<file path="config.mk">
export PLATFORM = sky130hd
export DESIGN_NAME = issue_scoreboard
export DESIGN_NICKNAME = d
export VERILOG_FILES = /design/src/rtl/spu_pkg.sv /design/src/rtl/sb_lane.sv /design/src/rtl/issue_scoreboard.sv
export SDC_FILE = /design/constraint.sdc
export NUM_CORES = 1
export LEC_CHECK = 0
export CORE_UTILIZATION = 53
export CTS_CLUSTER_SIZE = 8
export DETAILED_ROUTE_END_ITERATION = 8
export GPL_TIMING_DRIVEN = 0
export PLACE_DENSITY = 0.68
export SYNTH_ARGS = -nofsm -noshare
export SYNTH_HDL_FRONTEND = slang
export SYNTH_SLANG_ARGS = --single-unit
</file>
<file path="constraint.sdc">
create_clock -name clk -period 4.2 [get_ports clk]
set_clock_uncertainty 0.15 [all_clocks]
set_input_delay 0.84 -clock clk [delete_from_list [all_inputs] [get_ports clk]]
set_output_delay 0.84 -clock clk [all_outputs]
set_load 0.05 [all_outputs]
</file>
<file path="src/rtl/spu_pkg.sv">
// spu_pkg: shared SPU register width, unit latencies and the scoreboard slot type.
package spu_pkg;
  localparam int SPU_REG_AW = 7;
  localparam int SPU_MAX_LAT = 7;
  localparam int AGE_W = $clog2(SPU_MAX_LAT + 1);
  localparam int LAT_FP1 = 7;
  localparam int LAT_LS1 = 6;
  localparam int LAT_FX2 = 4;
  localparam int LAT_B1 = 4;
  localparam int LAT_P1 = 4;
  localparam int LAT_FX1 = 2;
  typedef struct packed {
    logic valid;
    logic [SPU_REG_AW-1:0] rt;
    logic [AGE_W-1:0] age;
  } slot_t;
endpackage

</file>
<file path="src/rtl/sb_lane.sv">
// sb_lane: one issue lane's latency-indexed shift register of in-flight destination writes.
module sb_lane import spu_pkg::*; #(
  parameter int MAX_LAT = SPU_MAX_LAT,
  parameter int KILL_WIN = 2,
  parameter int LW = $clog2(MAX_LAT + 1)
) (
  input  logic clk,
  input  logic reset,
  input  logic flush,
  input  logic ins,
  input  logic [SPU_REG_AW-1:0] ins_rt,
  input  logic [LW-1:0] ins_lat,
  output slot_t slots [MAX_LAT]
);
  slot_t nxt [MAX_LAT];
  always_comb begin
    for (int s = 0; s < MAX_LAT; s++) nxt[s] = '0;
    for (int s = 0; s < MAX_LAT - 1; s++)
      if (!(flush && slots[s+1].age < AGE_W'(KILL_WIN))) begin
        nxt[s] = slots[s+1];
        nxt[s].age = slots[s+1].age == AGE_W'(MAX_LAT) ? slots[s+1].age : slots[s+1].age + 1'b1;
      end
    for (int s = 0; s < MAX_LAT; s++)
      if (ins && ins_lat == LW'(s + 1)) nxt[s] = '{valid: 1'b1, rt: ins_rt, age: AGE_W'(1)};
  end
  always_ff @(posedge clk)
    for (int s = 0; s < MAX_LAT; s++) slots[s] <= reset ? '0 : nxt[s];
endmodule

</file>
<file path="src/rtl/issue_scoreboard.sv">
// issue_scoreboard: tracks in-flight writes per lane and decides in-order issue of the current bundle.
module issue_scoreboard import spu_pkg::*; #(
  parameter int LANES = 2,
  parameter int MAX_LAT = SPU_MAX_LAT,
  parameter int REG_AW = SPU_REG_AW,
  parameter int NUM_SRC = 3,
  parameter int KILL_WIN = 2,
  localparam int LW = $clog2(MAX_LAT + 1)
) (
  input  logic clk,
  input  logic reset,
  input  logic [LANES-1:0] issue_valid,
  input  logic [LANES-1:0] issue_wr,
  input  logic [LANES-1:0][REG_AW-1:0] issue_rt,
  input  logic [LANES-1:0][LW-1:0] issue_lat,
  input  logic [LANES-1:0][NUM_SRC-1:0] src_used,
  input  logic [LANES-1:0][NUM_SRC-1:0][REG_AW-1:0] src_addr,
  input  logic flush,
  output logic [LANES-1:0] issue_ok,
  output logic stall,
  output logic busy,
  output logic lat_err
);
  slot_t slots [LANES][MAX_LAT];
  logic chain, ok;
  logic [LANES-1:0] bad_lat;
  for (genvar g = 0; g < LANES; g++) begin : g_lane
    sb_lane #(.MAX_LAT(MAX_LAT), .KILL_WIN(KILL_WIN)) u_lane (
      .clk(clk),
      .reset(reset),
      .flush(flush),
      .ins(issue_ok[g] && issue_wr[g]),
      .ins_rt(issue_rt[g]),
      .ins_lat(issue_lat[g]),
      .slots(slots[g])
    );
  end
  // Slot 0 is on the forward path, so only slots 1.. raise RAW stalls.
  always_comb begin
    chain = !reset && !flush;
    ok = 1'b0;
    issue_ok = '0;
    bad_lat = '0;
    busy = 1'b0;
    for (int l = 0; l < LANES; l++)
      for (int t = 0; t < MAX_LAT; t++) busy = busy | slots[l][t].valid;
    busy = busy && !reset;
    for (int k = 0; k < LANES; k++) begin
      bad_lat[k] = issue_wr[k] && (issue_lat[k] == '0 || {1'b0, issue_lat[k]} > (LW+1)'(MAX_LAT));
      ok = chain && issue_valid[k] && !bad_lat[k];
      for (int l = 0; l < LANES; l++)
        for (int t = 1; t < MAX_LAT; t++) begin
          for (int s = 0; s < NUM_SRC; s++)
            if (src_used[k][s] && slots[l][t].valid && slots[l][t].rt == src_addr[k][s]) ok = 1'b0;
          if (issue_wr[k] && slots[l][t].valid && LW'(t) >= issue_lat[k] && slots[l][t].rt == issue_rt[k]) ok = 1'b0;
          if (issue_wr[k] && l == k && slots[l][t].valid && LW'(t) == issue_lat[k]) ok = 1'b0;
        end
      for (int j = 0; j < k; j++)
        if (issue_wr[j]) begin
          for (int s = 0; s < NUM_SRC; s++)
            if (src_used[k][s] && src_addr[k][s] == issue_rt[j]) ok = 1'b0;
          if (issue_wr[k] && issue_rt[k] == issue_rt[j] && issue_lat[k] <= issue_lat[j]) ok = 1'b0;
        end
      issue_ok[k] = ok;
      chain = ok;
    end
  end
  assign stall = !reset && |(issue_valid & ~issue_ok);
  always_ff @(posedge clk) lat_err <= !reset && |(issue_valid & bad_lat);
endmodule

</file>
== Word level (Yosys, flattened, before mapping) ==
Index checks and enable logic that the tools add are counted.

* Flip-flop bits (word level): 135
* Bits of input ports: 75
* Output and inout bits: 5
* Word-level logic and storage cells: 684

* Add/sub/neg operators: 12
* $lt $le $gt $ge: 25
* Eq/ne operators: 138
* Mux-type cells: 151
* Bitwise gates (word level): 18
* Reduce and logical (&&, ||, !) cells: 291

{| class="wikitable"
|+ Operators with widths
! cell !! number
|-
| $eq 7x7->1 || 100
|-
| $mux 11 || 26
|-
| $logic_and 1x1->1 || 271
|-
| $mux 1 || 113
|-
| $eq 3x3->1 const B || 20
|-
| $add 3x1->3 const B || 12
|-
| $lt 3x2->1 const B || 12
|-
| $mux 3 || 12
|-
| $reduce_or 3->1 || 10
|-
| $eq 3x3->1 const A || 6
|-
| $ge 3x3->1 const A || 6
|-
| $or 1x1->1 || 13
|-
| $eq 2x3->1 const A || 4
|-
| $eq 3x2->1 const B || 4
|-
| $ge 2x3->1 const A || 4
|-
| $reduce_or 2->1 || 4
|-
| $eq 1x3->1 const A || 2
|-
| $eq 3x1->1 const B || 2
|-
| $ge 1x3->1 const A || 2
|-
| $logic_not 3->1 || 2
|-
| $and 2x2->2 || 2
|-
| $logic_not 1->1 || 4
|-
| $le 3x3->1 || 1
|-
| $not 1->1 || 2
|-
| $not 2->2 || 1
|}

== Depth between registers and ports, before layout ==
Gate-level depths: netlist (run 1).

* Depth in word-level cells: 123
* Depth in mapped cells: 13
* Gate-level depth less buffers: 11

== Modules after synthesis ==
From an unflattened synthesis (run 1), not the netlist that was laid out.

* Cell total of the unflattened synthesis: 1823
* Area total of the unflattened synthesis: 15194.6 um2

{| class="wikitable"
|+ Modules (own cells, without submodules)
! module !! times used !! cells each !! area each (um2)
|-
| issue_scoreboard || 1 || 1288 || 9601.7
|-
| sb_lane (g_lane[1].u_lane) || 1 || 277 || 2897.8
|-
| sb_lane (g_lane[0].u_lane) || 1 || 258 || 2695.1
|}

== Worst setup path after synthesis (run 1) ==
No wires, ideal clock.

* Kind: input-to-output
* Start point: input port issue_rt[0] (netlist bit)
* End point: output port stall
* Arrival: 3372 ps
* Required time: 3210 ps
* Path slack: -162 ps
* Cell stages on the path: 9
* Cells stage by stage: buf_4 > xor2_1 > nor4_1 > a41oi_1 > a21o_1 > a221oi_1 > nor4_4 > nand2b_1 > a21oi_1

* Word-level cells in the longest chain between the ends: 118
* Elaborated cells on any way between the ends: 149

{| class="wikitable"
|+ Ends and longest elaborated chain
! element !! RTL line !! text
|-
| from (decl) || issue_scoreboard.sv:14 || <nowiki>input logic [LANES-1:0][REG_AW-1:0] issue_rt,</nowiki>
|-
| $eq 7x7->1 || issue_scoreboard.sv:55 || <nowiki>if (issue_wr[k] && slots[l][t].valid && LW'(t) >= issue_lat[k] && slots[l][t].rt == issue_rt[k]) ok = 1'b0;</nowiki>
|-
| $logic_and 1x1->1 || issue_scoreboard.sv:55 ||
|-
| $mux 1 || issue_scoreboard.sv:55 ||
|-
| $mux 1 || issue_scoreboard.sv:56 || <nowiki>if (issue_wr[k] && l == k && slots[l][t].valid && LW'(t) == issue_lat[k]) ok = 1'b0;</nowiki>
|-
| $mux 1 (3 in series) || issue_scoreboard.sv:54 || <nowiki>if (src_used[k][s] && slots[l][t].valid && slots[l][t].rt == src_addr[k][s]) ok = 1'b0;</nowiki>
|-
| $mux 1 || issue_scoreboard.sv:55 ||
|-
| $mux 1 || issue_scoreboard.sv:56 ||
|-
| $mux 1 (3 in series) || issue_scoreboard.sv:54 ||
|-
| [97 not listed] || n/a ||
|-
| $mux 1 (3 in series) || issue_scoreboard.sv:61 || <nowiki>if (src_used[k][s] && src_addr[k][s] == issue_rt[j]) ok = 1'b0;</nowiki>
|-
| $mux 1 || issue_scoreboard.sv:62 || <nowiki>if (issue_wr[k] && issue_rt[k] == issue_rt[j] && issue_lat[k] <= issue_lat[j]) ok = 1'b0;</nowiki>
|-
| $mux 1 (*) || issue_scoreboard.sv:59 || <nowiki>if (issue_wr[j]) begin</nowiki>
|-
| via chain || issue_scoreboard.sv:25 || <nowiki>logic chain, ok;</nowiki>
|-
| $not 2->2 (*) || issue_scoreboard.sv:68 || <nowiki>assign stall = !reset && |(issue_valid & ~issue_ok);</nowiki>
|-
| $and 2x2->2 (*) || issue_scoreboard.sv:68 ||
|-
| $reduce_or 2->1 (*) || issue_scoreboard.sv:68 ||
|-
| $logic_and 1x1->1 (*) || issue_scoreboard.sv:68 ||
|-
| to (decl) || issue_scoreboard.sv:20 || <nowiki>output logic stall,</nowiki>
|}

The timed path passes the listed nets; every way through them passes the cells marked *.

== Worst setup path in the final report (run 1) ==
* Start point: register g_lane[0].u_lane.slots[32] (netlist name)
* End point: output port stall

* Word-level cells in the longest chain between the ends: 106
* Elaborated cells on any way between the ends: 123

{| class="wikitable"
|+ Ends and longest elaborated chain
! element !! RTL line
|-
| $logic_and 1x1->1 (2 in series) || issue_scoreboard.sv:54
|-
| $mux 1 (3 in series) || issue_scoreboard.sv:54
|-
| $mux 1 || issue_scoreboard.sv:55
|-
| $mux 1 || issue_scoreboard.sv:56
|-
| $mux 1 (3 in series) || issue_scoreboard.sv:54
|-
| $mux 1 || issue_scoreboard.sv:55
|-
| $mux 1 || issue_scoreboard.sv:56
|-
| $mux 1 (3 in series) || issue_scoreboard.sv:54
|-
| [82 not listed] || n/a
|-
| $mux 1 (3 in series) || issue_scoreboard.sv:61
|-
| $mux 1 || issue_scoreboard.sv:62
|-
| $mux 1 (*) || issue_scoreboard.sv:59
|-
| via chain || issue_scoreboard.sv:25
|-
| $not 2->2 (*) || issue_scoreboard.sv:68
|-
| $and 2x2->2 (*) || issue_scoreboard.sv:68
|-
| $reduce_or 2->1 (*) || issue_scoreboard.sv:68
|-
| $logic_and 1x1->1 (*) || issue_scoreboard.sv:68
|}

Marks and branches as above.

==> results of run 1 <==
## routing by layer
layer / vias to the layer above / global-route usage / wire length (um)
li1: 6018 / - / -
met1: 6767 / 0.568 / 23100
met2: 1244 / 0.670 / 26400
met3: 394 / 0.155 / 8990
met4: 0 / 0.365 / 5230
met5: - / 0 / 0
## worst max-delay path, delay by kind of cell (launching register included)
kind / cells / cell delay (ns)
AND/OR/NAND/NOR: 7 / 1.41
AO/OA/AOI/OAI: 1 / 0.13
buffers and inverters: 2 / 0.93
flip-flops: 1 / 0.44
## area by class of cell
type,instances,area share
inverter,22,0.00504
buffer,221,0.103
multi-input combinational,1379,0.639
tap,335,0.0248
clock inverter,11,0.00845
sequential,125,0.148
timing repair buffer,89,0.0446
clock buffer,20,0.0271
## cells in the mapped netlist (8+ instances only)
| master | number |
|---|---|
| buf_4 | 39 |
| xnor2_1 | 475 |
| or4_1 | 12 |
| xor2_1 | 229 |
| nor4_1 | 104 |
| mux2i_1 | 75 |
| nand2b_1 | 18 |
| and3_1 | 11 |
| o21ai_0 | 11 |
| inv_1 | 22 |
| nand4_1 | 109 |
| clkbuf_1 | 46 |
| ha_1 | 11 |
| nor3_1 | 8 |
| dfxtp_1 | 125 |
| nand3_1 | 81 |
| a21oi_1 | 13 |
| nor2b_1 | 8 |
| nand2_1 | 107 |
| nor2_1 | 47 |
| buf_2 | 137 |
## cell families (layout without fill, tap and decap cells)
family | Yosys count | in the layout | synth area share
xor gates and xnor gates | 704 | 704 | 0.437
DFF | 125 | 125 | 0.177
adders and majority gates | 11 | 11 | 0.00975
and+or+nand+nor | 526 | 526 | 0.203
buffers and inverters | 245 | 363 | 0.0877
AOI/OAI and AO/OA | 59 | 59 | 0.0290
muxes | 79 | 79 | 0.0564
## flip-flops by register name, summed over array words and instances, names as in the netlist
signal,count
g_lane.u_lane.slots,124
lat_err,1
## what timing repair did
item | CTS | global route
hold buffers | 0 | 0
hold endpoints to repair | 0 | 0
setup endpoints to repair | 119 | 4
gates cloned | 1 | 0
resized for setup | 275 | 109
pin swaps | 20 | 18
buffers inserted | 24 | 24
## power by group
part | internal [mW] | total (mW) | switching [mW]
clock | 0.958 | 1.52 | 0.564
combinational | 0.406 | 0.929 | 0.523
sequential | 1.20 | 1.20 | 0.00602
total | 2.56 | 3.65 | 1.09
## worst paths after layout
check	start	endpoint
max	g_lane[0].u_lane.slots[32]	stall
min	g_lane[0].u_lane.slots[11]	g_lane[0].u_lane.slots[22]
max reg2reg	g_lane[0].u_lane.slots[32]	g_lane[1].u_lane.slots[61]
min reg2reg	g_lane[0].u_lane.slots[11]	g_lane[0].u_lane.slots[22]
==> results.md, run 1 <==
- Worst-Margin Slew: a little under 1 ns
- CTS tree: done
- Pwr dens: about 220 nW/um^2
- Hold Worst Slack: approximately 0.34 ns
- Sequential area share after synthesis: 0.177
- Die ar.: between 20000 and 30000 um^2
- ANT nets after route: 0
- Synth area leaders: xnor2_1 29%, dfxtp_1 18%, xor2_1 14%
- DRT Pass-1 Iters: 8
- Crit start category: flip-flop
- Final Non-Filler Cells: roughly 2200
- Drt initial violations: 1968
- CP Cell Sequence: clkbuf_1 -> nand3_1 -> nor4_1 -> nor4_1 -> and4_1 -> nand4_1 -> nor4_4 -> nand2b_4 -> a21oi_4 -> buf_6
- Finished Cell Area: around 17000 um^2
- Synthesis-to-layout area growth: 19.6%
- CTS max path bufs: 2
- IO Pins: 80
- DIE WIDTH: 165 um
- Antenna diodes: 0
- Most frequent CP cell: nor4_1
- Unrepaired setup endpoints after global routing: true
- Vias per cell: 6.55
- Max Slew Vio Count: 0
- Critical Path Max Stage Delay: approximately 0.76 ns
- Warnings from Yosys: 0
- Slew headroom: 0.351
- Min Tclk post-route: about 4.3 ns
- Area leader, netlist: xnor2_1
- GRT Total Usage: 0.466
- Clock-pin slew on the worst setup and hold paths: 0.06 ns
- CTS Buf Count: 17
- Htree depth: 4
- CTS Root Cell: clkbuf_16
- DRT Wirelength: 63800 um
- Max Cap Viol: 0
- Routability cong.: around 1.0
- DP Worst Slack: -1.76 ns
- # DRC: 0
- Avg Inst Size Synth: just over 8 um^2
- CP max FO: 10
- Setup CP Type: reg -> out
- Syn Nets: around 1800
- Final setup fails: 2
- Hold path depth: 2
- Core Rows: 59
- LEAKAGE: around 6.5 nW
- Layout cells sized above 1: 0.199
- First-pass GRT wire length: ~90000 um
- EDFF count, synth: 0
- Outcome: finished with violations
- Antenna violations before repair: 0
- Synth top area share: 0.295
- Hold Vio Cnt, Final: 0
- Area of placed instances: 14900 um^2
- Post-Route Setup TNS: -0.232 ns
- Critical Path Sink Type: output port
- VDD IR-drop max: just over 0.0003 V
- Ys async rst share: 0
- Core area: ~26000 um^2
- Critical Path RT: approximately 3.2 ns
- Worst skew pair latency: between 0.4 and 0.5 ns
- Hold crit path type: reg -> reg
- Multi-input logic area: 10800 um^2
- Worst R2R Setup Slack: about 0.48 ns
- Commonest non-fill, non-tap cell in the layout: xnor2_1
- CP Data Arrival Time: 3.35 ns
- Cell Area, Synth: between 10000 and 15000 um^2
- Cell count after synthesis: around 1700
- Avg WL per Cell: 29.0 um
- Peak Freq: approximately 0.23 GHz
- Worst reg2reg path depth: 12
- Most frequent cells in the layout: 474 x xnor2_1, 223 x xor2_1, 125 x dfxtp_1
- Final Core Density: 0.648
- Pwr Total: about 3.7 mW
- Starting Density: 0.542
- Predominant post-synthesis flop cell: dfxtp_1
- Via count: between 10000 and 15000
- Largest net degree at the start of global routing: 17
- Synth Register Bits: approximately 130
- Fill cells: ~2200
- Hpwl dp: about 42000 um
- Period utilisation layout: 1.03
- Port Buffers: 40
- Gr ovfl total: 0
- Number of global-route vias before repair: 13900
- Slowest CP cell: clkbuf_1
- Placed insts: 2124
- Fin worst setup slack: -0.135 ns
- Failing checks: setup timing
- FF+latch area: between 2000 and 3000 um^2
- Sink Count: approximately 130
- Distinct cells, synth: between 50 and 60
- Die Ht: between 150 and 200 um
- Nets@finish: 1941
Power figures use the tool's default switching activity.
==> run 2, diff against run 1 <==
--- a/config.mk
+++ b/config.mk
@@ -5,6 +5,7 @@
 export SDC_FILE = /design/constraint.sdc
 export NUM_CORES = 1
 export LEC_CHECK = 0
+export CAP_MARGIN = 20
 export CORE_UTILIZATION = 53
 export CTS_CLUSTER_SIZE = 8
 export DETAILED_ROUTE_END_ITERATION = 8
==> results of run 2 <==
The final DEF is identical to that of run 1; final timing and power are the same.
